==> src/rtl/jtframe_dwnld_pkg.sv <==
// Shared types for the download scheduler: sequencer states, FIFO entry layout
// and the default ioctl index assignments.
package jtframe_dwnld_pkg;

   typedef enum logic [1:0] {
      ST_IDLE = 2'd0,
      ST_LO   = 2'd1,
      ST_HI   = 2'd2
   } dwnld_st_t;

   typedef struct packed {
      logic [24:0] addr;
      logic [15:0] data;
      logic        two;
   } dwnld_entry_t;

   localparam int ENTRY_W = $bits(dwnld_entry_t);

   localparam logic [7:0] ROM_IDX_DEF = 8'd0;
   localparam logic [7:0] MOD_IDX_DEF = 8'd1;
   localparam logic [7:0] DIP_IDX_DEF = 8'd254;

endpackage

==> src/rtl/jtframe_dwnld_fifo.sv <==
// Small synchronous FIFO. A push into a full FIFO is discarded; almost_full
// comes straight from the occupancy register so it carries no input path.
module jtframe_dwnld_fifo #(
   parameter int DEPTH = 4,
   parameter int W     = 8
) (
   input  logic         clk,
   input  logic         rst,
   input  logic         push,
   input  logic         pop,
   input  logic [W-1:0] din,
   output logic [W-1:0] dout,
   output logic         full,
   output logic         empty,
   output logic         almost_full
);

   localparam int AW = $clog2(DEPTH);

   logic [W-1:0]  mem [DEPTH];
   logic [AW-1:0] wr_ptr, rd_ptr;
   logic [AW:0]   cnt;
   logic          do_push, do_pop;

   assign full        = cnt == (AW+1)'(DEPTH);
   assign empty       = cnt == '0;
   assign almost_full = cnt >= (AW+1)'(DEPTH-1);
   assign do_push     = push && !full;
   assign do_pop      = pop && !empty;
   assign dout        = mem[rd_ptr];

   always_ff @(posedge clk or posedge rst) begin
      if (rst) begin
         wr_ptr <= '0;
         rd_ptr <= '0;
         cnt    <= '0;
      end else begin
         if (do_push) wr_ptr <= wr_ptr + 1'b1;
         if (do_pop)  rd_ptr <= rd_ptr + 1'b1;
         cnt <= cnt + (AW+1)'(do_push) - (AW+1)'(do_pop);
      end
   end

   // Storage needs no reset: occupancy alone decides what is valid
   always_ff @(posedge clk) begin
      if (do_push) mem[wr_ptr] <= din;
   end

endmodule

==> src/rtl/jtframe_dwnld_sched.sv <==
// Download scheduler: buffers ROM ioctl writes, issues them as byte writes on a
// prog_we/prog_ack handshake and captures core_mod and DIP bytes locally.
module jtframe_dwnld_sched
   import jtframe_dwnld_pkg::*;
#(
   parameter bit         WIDE    = 1'b0,
   parameter int         DEPTH   = 4,
   parameter logic [7:0] ROM_IDX = ROM_IDX_DEF,
   parameter logic [7:0] MOD_IDX = MOD_IDX_DEF,
   parameter logic [7:0] DIP_IDX = DIP_IDX_DEF
) (
   input  logic        clk_rom,
   input  logic        rst,
   input  logic        ioctl_download,
   input  logic [7:0]  ioctl_index,
   input  logic        ioctl_wr,
   input  logic [26:0] ioctl_addr,
   input  logic [15:0] ioctl_dout,
   output logic        ioctl_wait,
   output logic [24:0] prog_addr,
   output logic [7:0]  prog_data,
   output logic        prog_we,
   input  logic        prog_ack,
   output logic        downloading,
   output logic        dwnld_done,
   output logic        ovf,
   output logic [6:0]  core_mod,
   output logic [31:0] dipsw
);

   // Handshake: prog_addr/prog_data are valid while prog_we=1 and stay frozen
   // until the cycle prog_ack=1; that cycle consumes the byte.

   logic               is_rom, is_mod, is_dip;
   logic               fifo_push, fifo_pop, fifo_full, fifo_empty, fifo_afull;
   logic [ENTRY_W-1:0] fifo_din, fifo_dout;
   dwnld_entry_t       head;

   dwnld_st_t          st, st_nxt;
   logic [24:0]        addr_nxt;
   logic [7:0]         data_nxt;
   logic               we_nxt;

   logic               rom_dl, rom_dl_l, drained;
   logic [1:0]         lane, lane_hi;

   assign is_rom    = ioctl_index == ROM_IDX;
   assign is_mod    = ioctl_index == MOD_IDX;
   assign is_dip    = ioctl_index == DIP_IDX;
   assign fifo_push = ioctl_wr && is_rom;
   assign fifo_din  = {ioctl_addr[24:0], ioctl_dout, WIDE};
   assign head      = fifo_dout;
   assign ioctl_wait = fifo_afull;

   jtframe_dwnld_fifo #(
      .DEPTH (DEPTH),
      .W     (ENTRY_W)
   ) u_fifo (
      .clk         (clk_rom),
      .rst         (rst),
      .push        (fifo_push),
      .pop         (fifo_pop),
      .din         (fifo_din),
      .dout        (fifo_dout),
      .full        (fifo_full),
      .empty       (fifo_empty),
      .almost_full (fifo_afull)
   );

   always_ff @(posedge clk_rom or posedge rst) begin
      if (rst) begin
         st        <= ST_IDLE;
         prog_addr <= '0;
         prog_data <= '0;
         prog_we   <= 1'b0;
      end else begin
         st        <= st_nxt;
         prog_addr <= addr_nxt;
         prog_data <= data_nxt;
         prog_we   <= we_nxt;
      end
   end

   // The head entry is only popped once its last byte is acknowledged
   always_comb begin
      st_nxt   = st;
      addr_nxt = prog_addr;
      data_nxt = prog_data;
      we_nxt   = prog_we;
      fifo_pop = 1'b0;
      case (st)
         ST_IDLE: begin
            if (!fifo_empty) begin
               addr_nxt = head.addr;
               data_nxt = head.data[7:0];
               we_nxt   = 1'b1;
               st_nxt   = ST_LO;
            end
         end
         ST_LO: begin
            if (prog_ack) begin
               if (head.two) begin
                  addr_nxt = head.addr | 25'd1;
                  data_nxt = head.data[15:8];
                  st_nxt   = ST_HI;
               end else begin
                  fifo_pop = 1'b1;
                  we_nxt   = 1'b0;
                  st_nxt   = ST_IDLE;
               end
            end
         end
         ST_HI: begin
            if (prog_ack) begin
               fifo_pop = 1'b1;
               we_nxt   = 1'b0;
               st_nxt   = ST_IDLE;
            end
         end
         default: begin
            we_nxt = 1'b0;
            st_nxt = ST_IDLE;
         end
      endcase
   end

   assign rom_dl  = ioctl_download && is_rom;
   assign drained = !ioctl_download && fifo_empty && st == ST_IDLE;

   always_ff @(posedge clk_rom or posedge rst) begin
      if (rst) begin
         rom_dl_l    <= 1'b0;
         downloading <= 1'b0;
         dwnld_done  <= 1'b0;
         ovf         <= 1'b0;
      end else begin
         rom_dl_l   <= rom_dl;
         dwnld_done <= 1'b0;
         if (rom_dl && !rom_dl_l) begin
            downloading <= 1'b1;
         end else if (downloading && drained) begin
            downloading <= 1'b0;
            dwnld_done  <= 1'b1;
         end
         if (fifo_push && fifo_full) ovf <= 1'b1;
      end
   end

   assign lane    = ioctl_addr[1:0];
   assign lane_hi = lane + 2'd1;

   // addr[0] guard stops the second byte of a core_mod download clobbering the first
   always_ff @(posedge clk_rom or posedge rst) begin
      if (rst) begin
         core_mod <= 7'h7F;
         dipsw    <= '0;
      end else begin
         if (ioctl_wr && is_mod && !ioctl_addr[0]) core_mod <= ioctl_dout[6:0];
         if (ioctl_wr && is_dip && ioctl_addr[26:2] == '0) begin
            dipsw[{lane, 3'b000} +: 8] <= ioctl_dout[7:0];
            if (WIDE) dipsw[{lane_hi, 3'b000} +: 8] <= ioctl_dout[15:8];
         end
      end
   end

endmodule

==> config.mk <==
export PLATFORM = sky130hd
export DESIGN_NAME = jtframe_dwnld_sched
export DESIGN_NICKNAME = d
export VERILOG_FILES = /design/src/rtl/jtframe_dwnld_pkg.sv /design/src/rtl/jtframe_dwnld_fifo.sv /design/src/rtl/jtframe_dwnld_sched.sv
export SDC_FILE = /design/constraint.sdc
export NUM_CORES = 1
export LEC_CHECK = 0
export BUFFER_PORTS_ARGS = -buffer_cell sky130_fd_sc_hd__clkbuf_2
export CAP_MARGIN = 20
export CORE_AREA = 5 5 130 132
export CTS_CLUSTER_DIAMETER = 50
export DETAILED_ROUTE_END_ITERATION = 10
export DIE_AREA = 0 0 135 137
export PLACE_DENSITY = 0.81
export SETUP_SLACK_MARGIN = 0.4
export SYNTH_ARGS = -nofsm -noshare
export SYNTH_HDL_FRONTEND = slang
export SYNTH_SLANG_ARGS = --single-unit
==> constraint.sdc <==
create_clock -name clk_rom -period 2.8 [get_ports clk_rom]
set_input_delay 0.14 -clock clk_rom [delete_from_list [all_inputs] [get_ports clk_rom]]
set_output_delay 0.14 -clock clk_rom [all_outputs]
set_load 0.05 [all_outputs]
=== Word-level counts from Yosys, hierarchy flattened ===
Memories as Yosys holds them, arrays and structs flattened.
Cells that the tools add are included.

* Register bits after elaboration: 86
* Latch bits: 0
* Bits in writable memories: 164
* Memory bits (read-only): 0
* Bits of input ports: 56
* Output and inout bits: 77
* Memories kept: 1

* Add/sub/neg operators: 5
* $mul: 0
* Div/mod/pow operators: 0
* Magnitude comparators: 1
* Eq/ne operators: 10
* Shifts and indexed selects: 2
* Multiplexer cells: 29
* Bitwise operators: 0
* Reductions and logical operators: 27

{| class="wikitable"
|+ Memory list
! memory !! depth !! bits a word !! read ports !! clocked after memory_dff !! write ports !! RTL line !! text
|-
| u_fifo.mem || 4 || 41 || 1 || 0 || 1 || jtframe_dwnld_fifo.sv:20 || <nowiki>logic [W-1:0] mem [DEPTH];</nowiki>
|}

{| class="wikitable"
|+ Operators with widths
! operator !! count
|-
| 2-to-1 mux 25 bit || 3
|-
| one-hot mux 25 bit (2 select lines) || 1
|-
| bitwise mux 32 bit || 1
|-
| variable shift 8 x 7 -> 32 bit, first input constant || 1
|-
| indexed part select 8 x 7 -> 32 bit || 1
|-
| logical NOT 25 bit || 1
|-
| 2-to-1 mux 8 bit || 3
|-
| one-hot mux 8 bit (2 select lines) || 1
|-
| logical AND 1 bit || 13
|-
| 2-to-1 mux 1 bit || 13
|-
| != test 2 bit, second input constant || 5
|-
| == test 8 x 1 -> 1 bit, second input constant || 1
|-
| == test 8 bit, second input constant || 1
|-
| logical NOT 8 bit || 1
|-
| 2-to-1 mux 2 bit || 4
|-
| AND reduction 4 bit || 2
|-
| negator 5 -> 7 bit || 1
|-
| one-hot mux 2 bit (3 select lines) || 1
|-
| logical NOT 1 bit || 5
|-
| adder 2 x 1 -> 2 bit, second input constant || 2
|-
| nonzero test 2 bit || 2
|-
| adder 3 x 1 -> 3 bit || 1
|-
| == test 3 bit, second input constant || 1
|-
| greater-or-equal comparator 3 x 2 -> 1 bit, second input constant || 1
|-
| other kinds (8) || 8
|}

=== Logic depth before layout (Yosys ltp) ===
Gate-level depths: netlist (run 1).

* Word-level depth: 6
* Mapped depth: 7
* Depth with buffers taken out: 7

=== Hierarchy ===
Synthesis (run 1) repeated with hierarchy kept, for this count alone.

* Cell total of the unflattened synthesis: 571
* Area, all modules: 10219.8 sq um

{| class="wikitable"
|+ By module, submodules not included
! module !! instances !! cells an instance !! area each (sq um) !! sequential area each (sq um)
|-
| jtframe_dwnld_fifo || 1 || 265 || 6605.1 || 5220.0
|-
| jtframe_dwnld_sched || 1 || 306 || 3614.7 || 1985.7
|}

=== Worst setup path after synthesis (run 1) ===
Ideal clock, no wire load.

* Kind: in2reg
* Start point: input ioctl_index[4]
* End point: memory u_fifo.mem[0][0] in the netlist's numbering, enable pin
* Setup time: 393 ps
* Data arrival time: 1833 ps
* Required time: 2407 ps
* Slack: 574 ps
* Stages on the path: 4
* Buffers on the path: 0
* Cell sequence: nor4_1 -> nand3_1 -> a211oi_2 -> and2_1

* Cells in the longest elaborated chain, start to end: 5

{| class="wikitable"
|+ Ends and longest elaborated chain
! element !! RTL line !! text
|-
| start: declaration || jtframe_dwnld_sched.sv:15 || <nowiki>input logic [7:0] ioctl_index,</nowiki>
|-
| logical NOT 8 bit || jtframe_dwnld_sched.sv:47 || <nowiki>assign is_rom = ioctl_index == ROM_IDX;</nowiki>
|-
| logical AND 1 bit || jtframe_dwnld_sched.sv:50 || <nowiki>assign fifo_push = ioctl_wr && is_rom;</nowiki>
|-
| logical AND 1 bit || jtframe_dwnld_fifo.sv:28 || <nowiki>assign do_push = push && !full;</nowiki>
|-
| named net u_fifo.do_push || jtframe_dwnld_fifo.sv:23 || <nowiki>logic do_push, do_pop;</nowiki>
|-
| 2-to-1 mux 1 bit || jtframe_dwnld_fifo.sv:46 || <nowiki>if (do_push) mem[wr_ptr] <= din;</nowiki>
|-
| 2-to-1 mux 1 bit (implied by the code) || jtframe_dwnld_fifo.sv:46 ||
|-
| end: declaration || jtframe_dwnld_fifo.sv:20 ||
|}

The timed path passes the listed nets, and every way through them passes these cells.

=== Worst setup path after layout (run 1) ===
* Start point: register u_fifo.cnt[1]
* End point: register u_fifo.cnt[2]

{| class="wikitable"
|+ RTL lines
! element !! RTL line !! text
|-
| start: declaration || jtframe_dwnld_fifo.sv:22 || <nowiki>logic [AW:0] cnt;</nowiki>
|-
| start signal: assignment || jtframe_dwnld_fifo.sv:40 || <nowiki>cnt <= cnt + (AW+1)'(do_push) - (AW+1)'(do_pop);</nowiki>
|-
| logical NOT 3 bit || jtframe_dwnld_fifo.sv:26 || <nowiki>assign empty = cnt == '0;</nowiki>
|-
| logical NOT 1 bit || jtframe_dwnld_fifo.sv:29 || <nowiki>assign do_pop = pop && !empty;</nowiki>
|-
| logical AND 1 bit || jtframe_dwnld_fifo.sv:29 ||
|-
| named net u_fifo.do_pop || jtframe_dwnld_fifo.sv:23 ||
|-
| subtractor 3 x 1 -> 3 bit || jtframe_dwnld_fifo.sv:40 ||
|}

The timed path passes the listed nets, and every way through them passes these cells.
A chain may end at the register's enable or synchronous reset.

==> results of run 1 <==
==> placed cells by master (no fill, tap or decap), types with 3 or more instances in the layout <==
cell,Yosys,routed
sky130_fd_sc_hd__clkinv_1,0,4
sky130_fd_sc_hd__inv_1,47,46
sky130_fd_sc_hd__ha_1,12,12
sky130_fd_sc_hd__mux4_2,33,33
sky130_fd_sc_hd__nor4_4,4,4
sky130_fd_sc_hd__nand2_1,35,35
sky130_fd_sc_hd__buf_4,0,9
sky130_fd_sc_hd__dlygate4sd3_1,0,37
sky130_fd_sc_hd__clkbuf_2,0,124
sky130_fd_sc_hd__and2_2,0,4
sky130_fd_sc_hd__clkinv_2,0,7
sky130_fd_sc_hd__clkbuf_16,0,23
sky130_fd_sc_hd__dfrtp_1,77,76
sky130_fd_sc_hd__dfstp_2,7,7
sky130_fd_sc_hd__nor3b_1,3,3
sky130_fd_sc_hd__buf_12,0,7
sky130_fd_sc_hd__mux2_2,41,41
sky130_fd_sc_hd__edfxtp_1,132,132
sky130_fd_sc_hd__nor4_1,5,5
sky130_fd_sc_hd__mux2i_1,32,32
==> how the worst min path moves through the flow <==
stage / from / endpoint / slack (ns) / cells after the start
global placement: rst / prog_addr[18] / 0.24 / 2
finish: ioctl_index[0] / u_fifo.wr_ptr[0] / 0.08 / 3
global route: ioctl_index[0] / u_fifo.wr_ptr[0] / 0.08 / 3
CTS: ioctl_index[0] / u_fifo.wr_ptr[0] / 0.07 / 3
detailed placement: rst / prog_addr[18] / 0.26 / 2
floorplan: ioctl_download / dwnld_done / 0.21 / 1
==> logic make-up after synthesis <==
| family | after synthesis | share of synthesized area (%) |
|---|---|---|
| buf+inv | 59 | 2.677 |
| flops | 216 | 71.42 |
| xor+xnor | 4 | 0.4120 |
| simple gates | 68 | 4.972 |
| fa+ha+maj | 13 | 2.001 |
| mux | 106 | 17.93 |
| compound gates | 7 | 0.5884 |
==> routing by layer <==
metal | up-vias | wire [um] | GRT usage [%]
li1 | 2141 | - | -
met1 | 2501 | 6935 | 25.22
met2 | 182 | 9363 | 36.08
met3 | 36 | 1183 | 4.522
met4 | 0 | 477 | 5.487
met5 | - | 0 | 0
==> power breakdown <==
part	internal, W	switching, W	total [W]
sequential	0.00370	0.000260	0.00396
combinational	0.00107	0.00172	0.00279
clock	0.00173	0.00121	0.00293
total	0.00649	0.00318	0.00968
==> layout make-up <==
class	instances	share of cell area, %
repair buffers	177	11.22
flip-flops and latches	216	56.89
clock inverters	15	1.277
clock buffers	26	5.588
well taps	216	2.530
inverters	47	1.664
multi-input cells	198	20.83
==> metrics by stage <==
step                setup slack, ns  total power (W)  area, um2
floorplan                    0.5064         0.006043       8506
global placement             0.5701         0.006694       9572
detailed placement           0.4894         0.006782       9572
CTS                          0.4820         0.009767      10680
global route                 0.4030          0.01010      10680
finish                       0.5046         0.009676      10680
==> registers in the layout, indices dropped and copies added (netlist names), 2 cells and up <==
register       cells
dipsw             32
u_fifo.mem       132
prog_data          8
prog_addr         25
u_fifo.cnt         3
core_mod           7
u_fifo.rd_ptr      2
u_fifo.wr_ptr      2
==> worst max-delay path: cells and delay by family, from the launching register on <==
kind	cells	cell delay (ns)
xor+xnor	1	0.17
fa+ha+maj	3	0.86
buf+inv	1	0.06
flops	1	0.43
simple gates	2	0.67
==> repair_timing <==
| action | 4_1_cts | 5_1_grt |
|---|---|---|
| hold buffers | 37 | 0 |
| gates resized for setup | 0 | 1 |
| hold endpoints to repair | 185 | 0 |
| setup endpoints to repair | 0 | 1 |
==> flow_summary.toml, run 1 <==
[logic_synthesis]
synth_seq_cells = 216
netlist.top_cell.by_area = "sky130_fd_sc_hd__edfxtp_1"
synth.area.top_cells = "sky130_fd_sc_hd__edfxtp_1 (47%), sky130_fd_sc_hd__dfrtp_1 (23%), sky130_fd_sc_hd__mux4_2 (8.7%)"
synth_sequential_area_ratio_pct = 71.42
ys_types = 36
share_of_the_synthesized_area_in_the_top_cell_type_pct = 46.60
synth_ff_type = "sky130_fd_sc_hd__edfxtp_1"
synthesized_instance_count = 473
synth_common_cells = "sky130_fd_sc_hd__edfxtp_1 (132), sky130_fd_sc_hd__dfrtp_1 (77), sky130_fd_sc_hd__inv_1 (47), sky130_fd_sc_hd__mux2_2 (41), sky130_fd_sc_hd__nand2_1 (35)"
synth_fp_nets = 542
post-synth-top-count-cell = "sky130_fd_sc_hd__edfxtp_1"
synth_edf_count = 132
synthesis.yosys.warnings = 0
ys_async_sr_fraction_pct = 38.89
synth.cell_area_um2 = 8506
avgSynthCellArea_um2 = 17.98

[floorplanning]
design.portCount = 133
die-width_um = 135
floorplan.die_area_um2 = 18500
effective_utilization_at_floorplan_pct = 54.53
core_um2 = 15600
die_height_um = 137
number_of_standard_cell_rows_in_the_floorplan = 46

[place]
buffer_ports.inserted = 124
hpwl_um = 11560
gp_congestion = 0.8659
post-place-cells = 817

[detailed_routing]
drt_iter0_drc = 263
wirelength_um = 17960
detail_route.wl_per_cell_um = 20.07
detailedRoute.firstPassIterationCount = 4
post_drt_via_cell_ratio = 5.430
drc_errors = 0
detailroute.via_count = 4860
final_antenna_net_count = 0

[power]
leakage_nw = 4.292
irDropWorstVdd_uv = 500.4
p_per_area_nw_per_um2 = 906.0

[critical_path]
critical_path_capture_point_type = "register"
cp_dominant_cell_by_count = "sky130_fd_sc_hd__ha_1"
crit_end = "u_fifo.cnt[2]"
worst_setup_path_startpoint = "u_fifo.cnt[1]"
worst-r2r-cell-count = 7
arrival_ns = 2.67
worst-r2r-setup-slack_ns = 0.50
crit_path_cell_trace = "or3_4, and3_1, ha_1, inv_1, ha_1, fa_1, xor2_1"
critPathMaxStageDelay_ns = 0.44
slowest_stage = "sky130_fd_sc_hd__or3_4"
crit-reg2reg-capture = "u_fifo.cnt[2]"
timing.critical_path.fanout_max = 5
worst-endpoint-required_ns = 3.18
start_kind = "register"
worst_r2r_start = "u_fifo.cnt[1]"
setup.worst_path.class = "register to register"

[finish]
multi_input_comb_area_um2 = 2225
antennaDiodeCount = 0
design.final.nets = 732
final_core_util_pct = 68.47
area_growth_pct = 25.57
area.sequential_um2 = 6076
final-instance-count-excl-fill = 895
filler_cell_count = 983
layout-drive-gt1-share_pct = 40.21

[run_status]
run_status = "finished clean"

[timing]
setup_violations = 0
timing.max_slew.rel_slack_pct = 51.39
fin_crit_ns = 2.295
timing.fmax_mhz = 435.7
final.hold.worst_slack_ns = 0.08264
period_share_pct = 81.98
unrepaired_setup_endpoints_after_global_routing = "false"
setup_skew_ns = 0.008306
hold_violations = 0
tightest_slew_ns = 0.7238
final_max_slew_viol_count = 0
totalNegativeSetupSlack_ns = 0

[global_route]
grt_use_total_pct = 20.25
first_global_vias = 5357
grt_pass1_wl_um = 28900
initial_antenna_violation_count = 0
globalRouteOverflowTotal = 0
grt_max_degree = 49

[clocking]
clk_pin_slew_worst_setup_hold_paths_ns = 0.06
postCtsSetupRepairBufs = 0
cts.htree.levels = 1
clock-root-buffer = "sky130_fd_sc_hd__clkbuf_16"
clk_sink_count = 216
tritoncts_clock_tree = "yes"
cts_buffers = 23
insertion_delay_ns = 0.50
cts_buffer_depth = 3

[min_path]
type_of_the_worst_min_delay_path = "primary input to register"

[flow_run]
maxCapViolations = 0
No activity file was read; power rests on OpenSTA's default activity.
==> inputs of run 2 (changes only) <==
==> constraint.sdc (replaced) <==
create_clock -name clk_rom -period 2.3 [get_ports clk_rom]
set_input_delay 0.115 -clock clk_rom [delete_from_list [all_inputs] [get_ports clk_rom]]
set_output_delay 0.115 -clock clk_rom [all_outputs]
set_load 0.05 [all_outputs]
==> flow_summary.toml, run 2 (synthesized netlist as in run 1, its figures left out) <==
[run_status]
run_status = "finished clean"

[timing]
timing.fmax_mhz = 493.1
setup_skew_ns = 0.01180
final_max_slew_viol_count = 0
fin_crit_ns = 2.028
timing.max_slew.rel_slack_pct = 59.23
period_share_pct = 88.17
hold_violations = 0
setup_violations = 0
totalNegativeSetupSlack_ns = 0
final.hold.worst_slack_ns = 0.1274
tightest_slew_ns = 0.6059
unrepaired_setup_endpoints_after_global_routing = "true"

[detailed_routing]
detail_route.wl_per_cell_um = 20.31
wirelength_um = 18460
dr_wl_met2_um = 9618
top_layer = "met4"
drc_errors = 0
detailroute.via_count = 4908
detailroute.wirelength.met3_um = 1315
met1_length_um = 7161
detailedRoute.firstPassIterationCount = 4
drt_iter0_drc = 375
final_antenna_net_count = 0
post_drt_via_cell_ratio = 5.399

[critical_path]
start_kind = "register"
timing.critical_path.fanout_max = 2
cpLargestDelayFamily = "adder cells"
setup.worst_path.class = "register to register"
critical_path_capture_point_type = "register"
critPathMaxStageDelay_ns = 0.40
slowest_stage = "sky130_fd_sc_hd__or3_4"
timing.critical_path.buf_inv = 1
cp_dominant_cell_by_count = "sky130_fd_sc_hd__ha_4"
crit_path_cell_trace = "or3_4, and3_4, ha_4, inv_2, ha_4, fa_2, xor2_1"
arrival_ns = 2.42
worst-endpoint-required_ns = 2.69

[finish]
layout-drive-gt1-share_pct = 42.14
layout_commonest_cell = "sky130_fd_sc_hd__edfxtp_1"
multi_input_comb_area_um2 = 2268
top_reg_by_flops = "u_fifo.mem"
antennaDiodeCount = 0
area.sequential_um2 = 6076
largest_register_ffs = 132
fin_area_um2 = 10820
filler_cell_count = 983
design.final.nets = 745
biggestRegsByFlops = "u_fifo.mem x132, dipsw x32, prog_addr x25"
top_library_cells_by_usage_in_the_layout_fill_and_taps_aside = "sky130_fd_sc_hd__edfxtp_1 (132), sky130_fd_sc_hd__clkbuf_2 (123), sky130_fd_sc_hd__dfrtp_1 (76)"
area_growth_pct = 27.16

[clocking]
cts_buffer_depth = 3
clock-root-buffer = "sky130_fd_sc_hd__clkbuf_16"
insertion_delay_ns = 0.51
tritoncts_clock_tree = "yes"
clk_pin_slew_worst_setup_hold_paths_ns = 0.06
cts.htree.levels = 1
cts_buffers = 23
clk_sink_count = 216

[floorplanning]
design.portCount = 133
floorplan.die_area_um2 = 18500
die_height_um = 137
die-width_um = 135
core_um2 = 15600
number_of_standard_cell_rows_in_the_floorplan = 46
effective_utilization_at_floorplan_pct = 54.53

[power]
leakage_nw = 4.340
internal_power_w = 0.007938
sequentialPowerShare_pct = 40.2
irDropWorstVdd_uv = 663.6
p_per_area_nw_per_um2 = 1094
swShare_pct = 32.92
clkPwrFrac_pct = 29.7
p_switching_w = 0.003895
combinational_cell_fraction_of_total_power_pct = 30.1

[global_route]
grt_max_degree = 45
grt_use_total_pct = 20.68
first_global_vias = 5468
globalRouteOverflowTotal = 0
grt_pass1_wl_um = 29330
initial_antenna_violation_count = 0

[place]
buffer_ports.inserted = 124
gp_congestion = 0.8409
hpwl_um = 11730
post_dp_cell_area_um2 = 9679

[min_path]
type_of_the_worst_min_delay_path = "primary input to register"

[flow_run]
maxCapViolations = 0
==> run 2: cell count changes in the layout (fill, tap and decap cells not counted), sizes merged <==
cell and change:
inv -1, clkinv -4, buf +13, clkinvlp +2, bufinv -1, clkbuf +5
==> run 2: timing repair <==
action,CTS,global route
gates resized for setup,0,4
cloned,0,0
setup buffers,3,1
hold buffers,37,0
endpoints found under the hold margin,185,0
pin swaps,3,0
setup endpoints to repair,2,10
==> run 2: routing by layer <==
metal	vias to the layer above	global-route usage, %
met5	-	0
met1	2506	26.12
li1	2173	-
met4	0	5.655
met2	198	36.33
met3	31	4.779
==> run 2: power groups by stage <==
stage          clock network, W  registers (W)  logic (W)
2_1_floorplan                 0        0.00585    0.00154
3_3_place_gp                  0        0.00481    0.00341
3_5_place_dp                  0        0.00483    0.00350
4_1_cts                 0.00357        0.00476    0.00361
5_1_grt                 0.00371        0.00480    0.00379
6_report                0.00352        0.00475    0.00356
==> run 2: final cells by class <==
cell class / instances / area share [%]
sequential: 216 / 56.18
clock inverter: 11 / 0.7982
inverter: 47 / 1.666
clock buffer: 31 / 5.877
multi-input combinational: 198 / 20.97
tap: 216 / 2.499
timing repair buffer: 190 / 12.01
==> run 2: stage by stage <==
step | cells | total power [W] | utilization, % | setup slack [ns]
4_1_cts | 908 | 0.01194 | 69.20 | 0.2731
2_1_floorplan | 473 | 0.007398 | - | 0.3027
5_1_grt | 909 | 0.01229 | 69.34 | 0.2276
6_report | 909 | 0.01183 | 69.34 | 0.2721
3_3_place_gp | 826 | 0.008217 | 62.06 | 0.2657
3_5_place_dp | 826 | 0.008338 | 62.06 | 0.1933
==> run 2: worst reg2reg max path, stage by stage, from the launching register on <==
cell,delay [ns]
sky130_fd_sc_hd__dfrtp_1,0.39
sky130_fd_sc_hd__or3_4,0.40
sky130_fd_sc_hd__and3_4,0.20
sky130_fd_sc_hd__ha_4,0.26
sky130_fd_sc_hd__inv_2,0.04
sky130_fd_sc_hd__ha_4,0.14
sky130_fd_sc_hd__fa_2,0.34
sky130_fd_sc_hd__xor2_1,0.15
==> run 2: worst paths after layout <==
check	startpoint	to	slack (ns)	depth (start not counted)
setup reg to reg	u_fifo.cnt[2]	u_fifo.cnt[2]	0.27	7
setup / recovery	u_fifo.cnt[2]	u_fifo.cnt[2]	0.27	7
hold reg to reg	rom_dl_l	downloading	0.45	1
hold / removal	ioctl_index[6]	rom_dl_l	0.13	5
min in group asynchronous	rst	dipsw[6]	0.23	3
max in group asynchronous	rst	core_mod[1]	1.41	4
==> inputs of run 3 (changes only) <==
--- a/config.mk
+++ b/config.mk
@@ -7,11 +7,11 @@
 export LEC_CHECK = 0
 export BUFFER_PORTS_ARGS = -buffer_cell sky130_fd_sc_hd__clkbuf_2
 export CAP_MARGIN = 20
-export CORE_AREA = 5 5 130 132
+export CORE_AREA = 5 5 137 139
 export CTS_CLUSTER_DIAMETER = 50
 export DETAILED_ROUTE_END_ITERATION = 10
-export DIE_AREA = 0 0 135 137
-export PLACE_DENSITY = 0.81
+export DIE_AREA = 0 0 142 144
+export PLACE_DENSITY = 0.71
 export SETUP_SLACK_MARGIN = 0.4
 export SYNTH_ARGS = -nofsm -noshare
 export SYNTH_HDL_FRONTEND = slang
==> flow_summary.toml, run 3 (synthesized netlist as in run 1, its figures left out) <==
[clocking]
tritoncts_clock_tree = "yes"
clk_sink_count = 216
cts.htree.levels = 1
clock-root-buffer = "sky130_fd_sc_hd__clkbuf_16"
cts_buffer_depth = 3
clk_pin_slew_worst_setup_hold_paths_ns = 0.06
insertion_delay_ns = 0.51
cts_buffers = 25

[power]
combinational_cell_fraction_of_total_power_pct = 29.0
p_per_area_nw_per_um2 = 1123
leakage_nw = 4.377
swShare_pct = 32.51
p_switching_w = 0.003982
clkPwrFrac_pct = 32.3
internal_power_w = 0.008266
irDropWorstVdd_uv = 789.2
sequentialPowerShare_pct = 38.7

[timing]
totalNegativeSetupSlack_ns = 0
setup_skew_ns = 0.01285
timing.fmax_mhz = 497.0
unrepaired_setup_endpoints_after_global_routing = "true"
period_share_pct = 87.49
fin_crit_ns = 2.012
setup_violations = 0
hold_violations = 0
timing.max_slew.rel_slack_pct = 63.17
final_max_slew_viol_count = 0
tightest_slew_ns = 0.5508

[floorplanning]
design.portCount = 133
die_height_um = 144
die-width_um = 142
number_of_standard_cell_rows_in_the_floorplan = 49
core_um2 = 17530
effective_utilization_at_floorplan_pct = 48.51
floorplan.die_area_um2 = 20450

[critical_path]
arrival_ns = 2.40
timing.critical_path.fanout_max = 2
setup.worst_path.class = "register to register"
worst-r2r-setup-slack_ns = 0.29
critical_path_capture_point_type = "register"
worst-endpoint-required_ns = 2.69
start_kind = "register"
worst-r2r-cell-count = 7

[finish]
top_library_cells_by_usage_in_the_layout_fill_and_taps_aside = "sky130_fd_sc_hd__edfxtp_1 (132), sky130_fd_sc_hd__clkbuf_2 (123), sky130_fd_sc_hd__dfrtp_1 (76)"
largest_register_ffs = 132
design.final.nets = 743
top_reg_by_flops = "u_fifo.mem"
layout_commonest_cell = "sky130_fd_sc_hd__edfxtp_1"
area_growth_pct = 28.21
final-instance-count-excl-fill = 922
filler_cell_count = 1272
biggestRegsByFlops = "u_fifo.mem x132, dipsw x32, prog_addr x25"
antennaDiodeCount = 0
layout-drive-gt1-share_pct = 42.14

[flow_run]
maxCapViolations = 0

[detailed_routing]
detail_route.wl_per_cell_um = 19.56
drc_errors = 0
post_drt_via_cell_ratio = 5.171
wirelength_um = 18030
final_antenna_net_count = 0
detailroute.via_count = 4768
detailedRoute.firstPassIterationCount = 4
drt_iter0_drc = 223

[global_route]
globalRouteMet3Util_pct = 5.291
initial_antenna_violation_count = 0
grt_use_met2_pct = 31.40
first_global_vias = 5264
globalRoute.busiestLayer = "met2"
grt_use_total_pct = 18.23
grt_pass1_wl_um = 28920
grt_max_degree = 51
globalRouteOverflowTotal = 0
grtUsageMet1_pct = 22.73

[place]
gp_congestion = 0.8592
hpwl_um = 11280
post-place-cells = 834
buffer_ports.inserted = 124

[min_path]
min_path_cells = 5
type_of_the_worst_min_delay_path = "primary input to register"

[run_status]
run_status = "finished clean"
==> run 3: changes by cell type in the layout (fill, tap and decap cells not counted), moves of 3 or more <==
cell,previous run,this run
sky130_fd_sc_hd__buf_4,22,19
sky130_fd_sc_hd__clkbuf_16,23,26
sky130_fd_sc_hd__clkinv_1,3,0
sky130_fd_sc_hd__inv_8,0,3
==> run 3: critical path: stages, from the launching register on <==
cell	delay [ns]
sky130_fd_sc_hd__dfrtp_1	0.39
sky130_fd_sc_hd__or3_4	0.40
sky130_fd_sc_hd__and3_4	0.20
sky130_fd_sc_hd__ha_4	0.26
sky130_fd_sc_hd__inv_2	0.03
sky130_fd_sc_hd__ha_4	0.14
sky130_fd_sc_hd__fa_2	0.33
sky130_fd_sc_hd__xor2_1	0.15
==> run 3: routing by layer <==
layer	part of all wire, %	vias to the layer above
li1	-	2167
met1	39	2407
met2	50	165
met3	8.4	29
met4	1.9	0
met5	0	-
==> run 3: power by group through the flow <==
stage	clock network, W	registers, W	logic (W)
5_1_grt	0.00424	0.00478	0.00380
3_3_place_gp	0	0.00481	0.00341
6_report	0.00396	0.00474	0.00355
4_1_cts	0.00406	0.00474	0.00361
2_1_floorplan	0	0.00585	0.00154
3_5_place_dp	0	0.00483	0.00347
==> run 3: path summary, 6_finish.rpt <==
kind                                 from               end
max in group asynchronous             rst       core_mod[2]
max reg2reg                 u_fifo.cnt[1]     u_fifo.cnt[2]
min in group asynchronous             rst  u_fifo.rd_ptr[0]
min reg2reg                      rom_dl_l       downloading
max                         u_fifo.cnt[1]     u_fifo.cnt[2]
min                        ioctl_index[6]          rom_dl_l
==> run 3: timing repair <==
item,CTS,global route
setup buffers,5,0
pin swaps,2,1
hold buffers,37,0
setup endpoints to repair,2,30
endpoints found under the hold margin,191,0
gates resized for setup,0,3
==> run 3: metrics by stage <==
| stage | instance area, um2 | power [W] | setup WS (ns) | utilization, % | hold WS [ns] |
|---|---|---|---|---|---|
| finish | 10910 | 0.01225 | 0.2878 | 62.19 | 0.06227 |
| global route | 10910 | 0.01283 | 0.2418 | 62.19 | 0.05797 |
| CTS | 10900 | 0.01240 | 0.3046 | 62.17 | 0.03683 |
| detailed placement | 9646 | 0.008295 | 0.2148 | 55.01 | 0.1638 |
| global placement | 9646 | 0.008219 | 0.2598 | 55.01 | 0.1548 |
| floorplan | 8552 | 0.007398 | 0.3027 | - | 0.1874 |
==> run 3: cell type report <==
| class | count | area, um2 | share of cell area (%) |
|---|---|---|---|
| Multi-Input combinational cell | 198 | 2258 | 20.71 |
| Clock buffer | 34 | 700.7 | 6.425 |
| Sequential cell | 216 | 6076 | 55.71 |
| Timing Repair Buffer | 186 | 1256 | 11.52 |
| Clock inverter | 12 | 147.6 | 1.354 |
| Inverter | 47 | 180.2 | 1.652 |
| Tap cell | 229 | 286.5 | 2.627 |
